### src/rtl/ula_op_sequencer.sv
`default_nettype none
// ============================================================================
// Module      : ula_op_sequencer
// Description : Collects {opcode, A, B} byte commands, drives the ULA for the
//               op latency and holds the result behind a valid/ready port.
// Revision    : 1.0 - initial release
// ============================================================================
module ula_op_sequencer #(
    parameter int N       = 8,
    parameter int LAT_ALU = 1,
    parameter int LAT_MUL = 8
) (
    input  logic           Tclk,
    input  logic           Tclr,
    input  logic [N-1:0]   in_data,
    input  logic           in_valid,
    output logic           in_ready,
    output logic [N-1:0]   ula_A,
    output logic [N-1:0]   ula_B,
    output logic [2:0]     ula_sel,
    output logic           ula_en,
    input  logic [N:0]     ula_S,
    input  logic [2*N-1:0] ula_Smulti,
    output logic [2*N-1:0] res_data,
    output logic [2:0]     res_op,
    output logic           res_valid,
    input  logic           res_ready,
    output logic           err
);

    localparam int LAT_MAX = (LAT_MUL > LAT_ALU) ? LAT_MUL : LAT_ALU;
    localparam int CNT_W   = (LAT_MAX > 1) ? $clog2(LAT_MAX) : 1;
    localparam logic [CNT_W-1:0] c_cnt_mul = CNT_W'(LAT_MUL - 1);
    localparam logic [CNT_W-1:0] c_cnt_alu = CNT_W'(LAT_ALU - 1);
    localparam logic [2:0]       c_sel_mul = 3'b111;

    typedef enum logic [2:0] {
        ST_GET_OP = 3'd0,
        ST_GET_A  = 3'd1,
        ST_GET_B  = 3'd2,
        ST_EXEC   = 3'd3,
        ST_HOLD   = 3'd4
    } state_t;

    state_t           state_q, state_d;
    logic [N-1:0]     a_q, a_d;
    logic [N-1:0]     b_q, b_d;
    logic [2:0]       sel_q, sel_d;
    logic [CNT_W-1:0] cnt_q, cnt_d;
    logic [2*N-1:0]   res_data_q, res_data_d;
    logic [2:0]       res_op_q, res_op_d;
    logic             res_valid_q, res_valid_d;
    logic             err_q, err_d;

    always_ff @(posedge Tclk) begin
        if (Tclr) begin
            state_q     <= ST_GET_OP;
            a_q         <= '0;
            b_q         <= '0;
            sel_q       <= '0;
            cnt_q       <= '0;
            res_data_q  <= '0;
            res_op_q    <= '0;
            res_valid_q <= 1'b0;
            err_q       <= 1'b0;
        end else begin
            state_q     <= state_d;
            a_q         <= a_d;
            b_q         <= b_d;
            sel_q       <= sel_d;
            cnt_q       <= cnt_d;
            res_data_q  <= res_data_d;
            res_op_q    <= res_op_d;
            res_valid_q <= res_valid_d;
            err_q       <= err_d;
        end
    end

    // in_ready is decoded from state only, so a beat is taken whenever in_valid is seen in a GET state.
    always_comb begin
        state_d     = state_q;
        a_d         = a_q;
        b_d         = b_q;
        sel_d       = sel_q;
        cnt_d       = cnt_q;
        res_data_d  = res_data_q;
        res_op_d    = res_op_q;
        res_valid_d = res_valid_q;
        err_d       = 1'b0;
        case (state_q)
            ST_GET_OP: begin
                if (in_valid) begin
                    if (in_data[N-1:3] != '0) begin
                        err_d = 1'b1;
                    end else begin
                        sel_d   = in_data[2:0];
                        state_d = ST_GET_A;
                    end
                end
            end
            ST_GET_A: begin
                if (in_valid) begin
                    a_d     = in_data;
                    state_d = ST_GET_B;
                end
            end
            ST_GET_B: begin
                if (in_valid) begin
                    b_d     = in_data;
                    cnt_d   = (sel_q == c_sel_mul) ? c_cnt_mul : c_cnt_alu;
                    state_d = ST_EXEC;
                end
            end
            ST_EXEC: begin
                if (cnt_q == '0) begin
                    res_data_d  = (sel_q == c_sel_mul) ? ula_Smulti
                                                       : {{(N-1){1'b0}}, ula_S};
                    res_op_d    = sel_q;
                    res_valid_d = 1'b1;
                    state_d     = ST_HOLD;
                end else begin
                    cnt_d = cnt_q - 1'b1;
                end
            end
            ST_HOLD: begin
                if (res_ready) begin
                    res_valid_d = 1'b0;
                    state_d     = ST_GET_OP;
                end
            end
            default: state_d = ST_GET_OP;
        endcase
    end

    assign in_ready  = (state_q == ST_GET_OP) || (state_q == ST_GET_A) || (state_q == ST_GET_B);
    assign ula_en    = (state_q == ST_EXEC);
    assign ula_A     = a_q;
    assign ula_B     = b_q;
    assign ula_sel   = sel_q;
    assign res_data  = res_data_q;
    assign res_op    = res_op_q;
    assign res_valid = res_valid_q;
    assign err       = err_q;

endmodule
`default_nettype wire

### config.mk
export PLATFORM = sky130hd
export DESIGN_NAME = ula_op_sequencer
export DESIGN_NICKNAME = d
export VERILOG_FILES = /design/src/rtl/ula_op_sequencer.sv
export SDC_FILE = /design/constraint.sdc
export NUM_CORES = 1
export LEC_CHECK = 0
export ABC_AREA = 1
export CORE_ASPECT_RATIO = 0.5
export CORE_MARGIN = 2
export CORE_UTILIZATION = 45
export CTS_CLUSTER_DIAMETER = 100
export DETAILED_ROUTE_END_ITERATION = 8
export PLACE_DENSITY = 0.84
export SLEW_MARGIN = 20
export SYNTH_ARGS = -nofsm -noshare
export SYNTH_HDL_FRONTEND = slang
export SYNTH_SLANG_ARGS = --single-unit
### constraint.sdc
create_clock -name Tclk -period 2.8 [get_ports Tclk]
set_input_delay 0.84 -clock Tclk [delete_from_list [all_inputs] [get_ports Tclk]]
set_output_delay 0.84 -clock Tclk [all_outputs]
set_load 0.03 [all_outputs]
Word level (Yosys, flattened, before mapping). Index checks and enable logic that the tools add are counted.

Flip-flop bits (word level): 46. Bits in latches: 0. Memory bits (writable): 0. Bits in read-only memories: 0. Bits of input ports: 37. Output and inout bits: 42. Word-level logic and storage cells: 56. Memories kept: 0.

$add $sub $neg: 1. Multiply operators: 0. Div/mod/pow operators: 0. Magnitude comparators: 0. Eq/ne operators: 12. Shift-type cells: 0. Multiplexer cells: 16. Bitwise logic cells: 3. Reduce and logical (&&, ||, !) cells: 15.

Operators by type and width (number): $mux 3 (9); $mux 16 (1); $pmux 3 s5 (1); $ne 2x2->1 const B (6); $reduce_and 3->1 (3); $eq 3x2->1 const B (2); $eq 3x3->1 const B (2); $logic_not 3->1 (2); $pmux 3 s2 (1); $reduce_and 2->1 (3); $reduce_and 6->1 (1); $reduce_bool 5->1 (1); $reduce_bool 2->1 (2); $eq 3x1->1 const B (1); $mux 1 (3); $not 1->1 (3); $reduce_or 3->1 (1); $sub 3x1->3 const B (1); $logic_or 1x1->1 (2); $ne 2x1->1 const B (1); $pmux 1 s2 (1).

Depth between registers and ports, before layout.
Word-level depth: 4. Mapped depth: 11. Depth with buffers taken out: 11.

Worst setup path after synthesis. Ideal clock, no wire load.

Path kind: input-to-reg. Start point: input port in_valid. End point: register sel_q[1] (netlist: ula_sel[1]). Library setup time: 0.116 ns. Arrival: 1.580 ns. Required time: 2.684 ns. Path slack: 1.104 ns. Stages: 6. Path buffers: 1. Cells stage by stage: clkbuf_1 nand2_1 nor2_2 inv_1 nor2_1 nor2_1.

Word-level cells in the longest chain between the ends: 1.

RTL lines: start, declared (line 16) `input logic in_valid,`; $reduce_and 3->1 (no line); end signal, assigned (line 70) `sel_q <= sel_d;`; end, declared (line 48) `logic [2:0] sel_q, sel_d;`.

Every way passes these cells. A chain may end at the register's enable or synchronous reset.

Final worst setup path.
Start point: register state_q[2]. End point: output port in_ready.

Word-level cells in the longest chain between the ends: 3. Elaborated cells between the ends (all ways): 5. Classes of those cells: eq/ne: 2; reduce/logical: 3.

RTL lines: start, declared (line 45) `state_t state_q, state_d;`; start signal, assigned (line 67) `state_q <= state_d;`; $eq 3x1->1 or $logic_not 3->1 (tied branches) (line 135) `assign in_ready = (state_q == ST_GET_OP) || (state_q == ST_GET_A) || (state_q == ST_GET_B);`; $logic_or 1x1->1 (line 135); $logic_or 1x1->1 * (line 135); end, declared (line 17) `output logic in_ready,`.

Every way passes the cells marked *; elsewhere a longest branch is shown, timed or not.

==> out/metrics.csv <==
metric,value,unit
antenna_found_initial,0,
synth_top_family_by_area,simple AND/OR/NAND/NOR gates,
hold_start,res_data[12]$_SDFFE_PP0P_,
yosysMostFrequentCell,dfxtp_1,
synthXorXnorAreaFrac,0,%
clkSinkCount,46,
path_buf_inv,2,
relSlewSlack,53.1,%
p_comb_share,19.3,%
ys_warn_count,0,
clockBufferDepth,2,
synth_compound_area_share,17.6,%
rsz0062_at_grt,no,
async_flop_share,0,%
path_class,reg -> out,
drv_cap,0,
r2r_slack,0.81,ns
drc_errors,0,
n_antenna_cell,0,
instances_no_fill,383,
reg2reg_from,cnt_q[0]$_SDFFE_PP0P_,
hold_viol_final,0,
swShare,27.0,%
min_period_over_period,91.6,%
cts_buffers,5,
dp_hpwl,3.49,mm
leakagePower,1.07,nW
critPathCaptureType,output pin,
pwr-share-clk,32.9,%
cp_max_fo,6,
syn2layout_area_growth,47.9,%
finalSetupTns,0,ns
hold_path_end,res_data[12]$_SDFFE_PP0P_,
regToRegEndpoint,res_data[3]$_SDFFE_PP0P_,
synth_flop_cell,dfxtp_1,
synth-edff-count,0,
reg2reg_depth,8,
ios,79,
skew,0.00701,ns
die_y,49.9,µm
grt.overflow.total,0,
min_period,2.57,ns
die_area,4770,µm²
core_area,3960,µm²
path_cells,"nor2_1, inv_2, nand2_1, clkdlybuf4s50_1",
cp_slowest_cell,clkdlybuf4s50_1,
synth_top_area_cell,dfxtp_1,
setup_viol,0,
status,"finished, final reports clean",
row_count,16,
holdPathStages,2,
netlist_area,1890,µm²
cts_tree,yes,
grt_pass1_wl,7.77,mm
irDropWorstVdd,0.361,mV
cpPeakStageDelay,0.66,ns
cp_data_arrival_time,1.73,ns
drive_gt1_share,6.08,%
gr-usage-all-layers,20.6,%
final_core_util,70.6,%
first_pass_iters,4,
ys_types,22,
cts_hold_repair.buffers,0,
post_cts_buffers,0,
switchingPower,0.396,mW
drt_iter0_markers,63,
pwr-share-seq,47.9,%
cts_root_buf,clkbuf_8,
cp_top_family,buffers and inverters,
synth_seq_cells,46,
final_max_slew_viol_count,0,
dieWidth,95.7,µm
ys_top_cells_by_count,"46 x dfxtp_1, 45 x nor2_1, 37 x nand2_1",
internal-power,1.07,mW
fin_nets,367,
initial_core_util,47.7,%
gp_congestion,0.809,
fin_total_pwr,1.47,mW
nFillCells,336,
worst_slew_pin_slew,0.702,ns
synth.area.top_cells,"dfxtp_1 49%, a21oi_1 9.3%, nor2_1 8.9%, o21ai_0 7.9%, nand2_1 7.3%",
worstSetupStartpointType,register,
grt_pass1_vias,1803,
power_density,525,nW/µm²
syn-num-nets,290,
synth-adder-area-share,1.32,%
ys_seq_area_share,48.7,%
synthSimpleGateAreaFrac,25.5,%
max_freq,390,MHz
htree_num_levels,2,
postRouteAntennaNets,0,
clk_pin_slew_worst_paths,0.08,ns
wl_per_cell,12.6,µm
syn_inst,251,
synth_area_per_cell,7.54,µm²
synthMuxAreaShare,0,%
clkLatencyLatePin,0.29,ns
min_path_type,reg -> reg,
wl,4.83,mm
via_count,1907,
portBuffers,78,
viasPerCell,4.98,
required,1.96,ns
yosysTopAreaCellShare,48.7,%
dp.cells,375,
grt_max_degree,29,
ctsResizeCount,0,
## kinds of logic (layout without fill, tap and decap cells)
family	Yosys count	after routing
simple gates	110	110
compound gates	66	66
fa+ha+maj	2	2
buf+inv	27	105
flops	46	46
## worst reg2reg max path, stage by stage (launching register included)
cell and delay [ns]:
dfxtp_1 0.33, inv_1 0.06, ha_1 0.14, ha_1 0.14
inv_1 0.07, nor2_4 0.38, inv_1 0.44, a21oi_1 0.25
a21oi_1 0.08
## flip-flops by register name, indices dropped and copies added (netlist names), 3 cells and up
| name | cells |
|---|---|
| res_data | 16 |
| ula_A | 8 |
| ula_B | 8 |
| cnt_q | 3 |
| res_op | 3 |
| state_q | 3 |
| ula_sel | 3 |
## per-layer routing
layer	track usage [%]	up-vias	share of wire [%]
met3	5.05	8	5.6
met2	36.2	55	49
met5	0	-	0
li1	-	978	-
met1	24.9	866	44
met4	6.67	0	1.3
## power groups by stage
stage,Sequential (mW),Combinational (mW),Clock [mW]
6_report,0.702,0.283,0.483
3_5_place_dp,0.718,0.283,0
3_3_place_gp,0.716,0.276,0
4_1_cts,0.703,0.284,0.487
5_1_grt,0.707,0.309,0.523
2_1_floorplan,0.759,0.115,0
## stage by stage
stage	instance area (µm²)	setup WS (ns)	hold WS, ns
global route	2800	0.119	0.485
floorplan	1890	1.10	0.474
global placement	2690	0.610	0.452
finish	2800	0.235	0.470
detailed placement	2690	0.550	0.459
CTS	2800	0.227	0.472
## cell type report
cell class	count	area (µm²)	area share, %
inverter	17	63.8	2.28
clock inverter	3	40.0	1.43
clock buffer	5	68.8	2.46
timing repair buffer	80	796	28.4
multi-input combinational	178	841	30.1
tap	54	67.6	2.42
sequential	46	921	32.9
## cells in the final DEF, fill, tap and decap left out
cell type,synthesis,layout
clkinv_2,0,2
nand3_2,2,2
nand2_1,37,37
nor3_1,1,1
clkbuf_8,0,5
nand3b_1,1,1
ha_1,2,2
nand3_1,18,18
o21ai_0,30,30
dfxtp_1,46,46
inv_2,2,2
a21oi_1,35,35
nor2_4,2,2
nor2_1,45,45
nand2_4,1,1
clkdlybuf4s50_1,0,78
buf_4,0,2
bufinv_16,0,1
o21bai_1,1,1
inv_1,14,14
nand2_2,1,1
nor2_2,2,2
clkinv_1,1,1
## how the worst max path moves through the flow
stage                                        from                      end  slack (ns)  cells past startpoint
after floorplan                          in_valid  ula_sel[1]$_SDFFE_PP0P_        1.10                      6
after global placement    state_q[2]$_SDFFE_PP0P_                 in_ready        0.61                      4
after detailed placement  state_q[2]$_SDFFE_PP0P_                 in_ready        0.55                      4
after CTS                 state_q[2]$_SDFFE_PP0P_                 in_ready        0.23                      4
after global routing      state_q[2]$_SDFFE_PP0P_                 in_ready        0.12                      4
final                     state_q[2]$_SDFFE_PP0P_                 in_ready        0.23                      4
(Power assumes the default switching activity.)
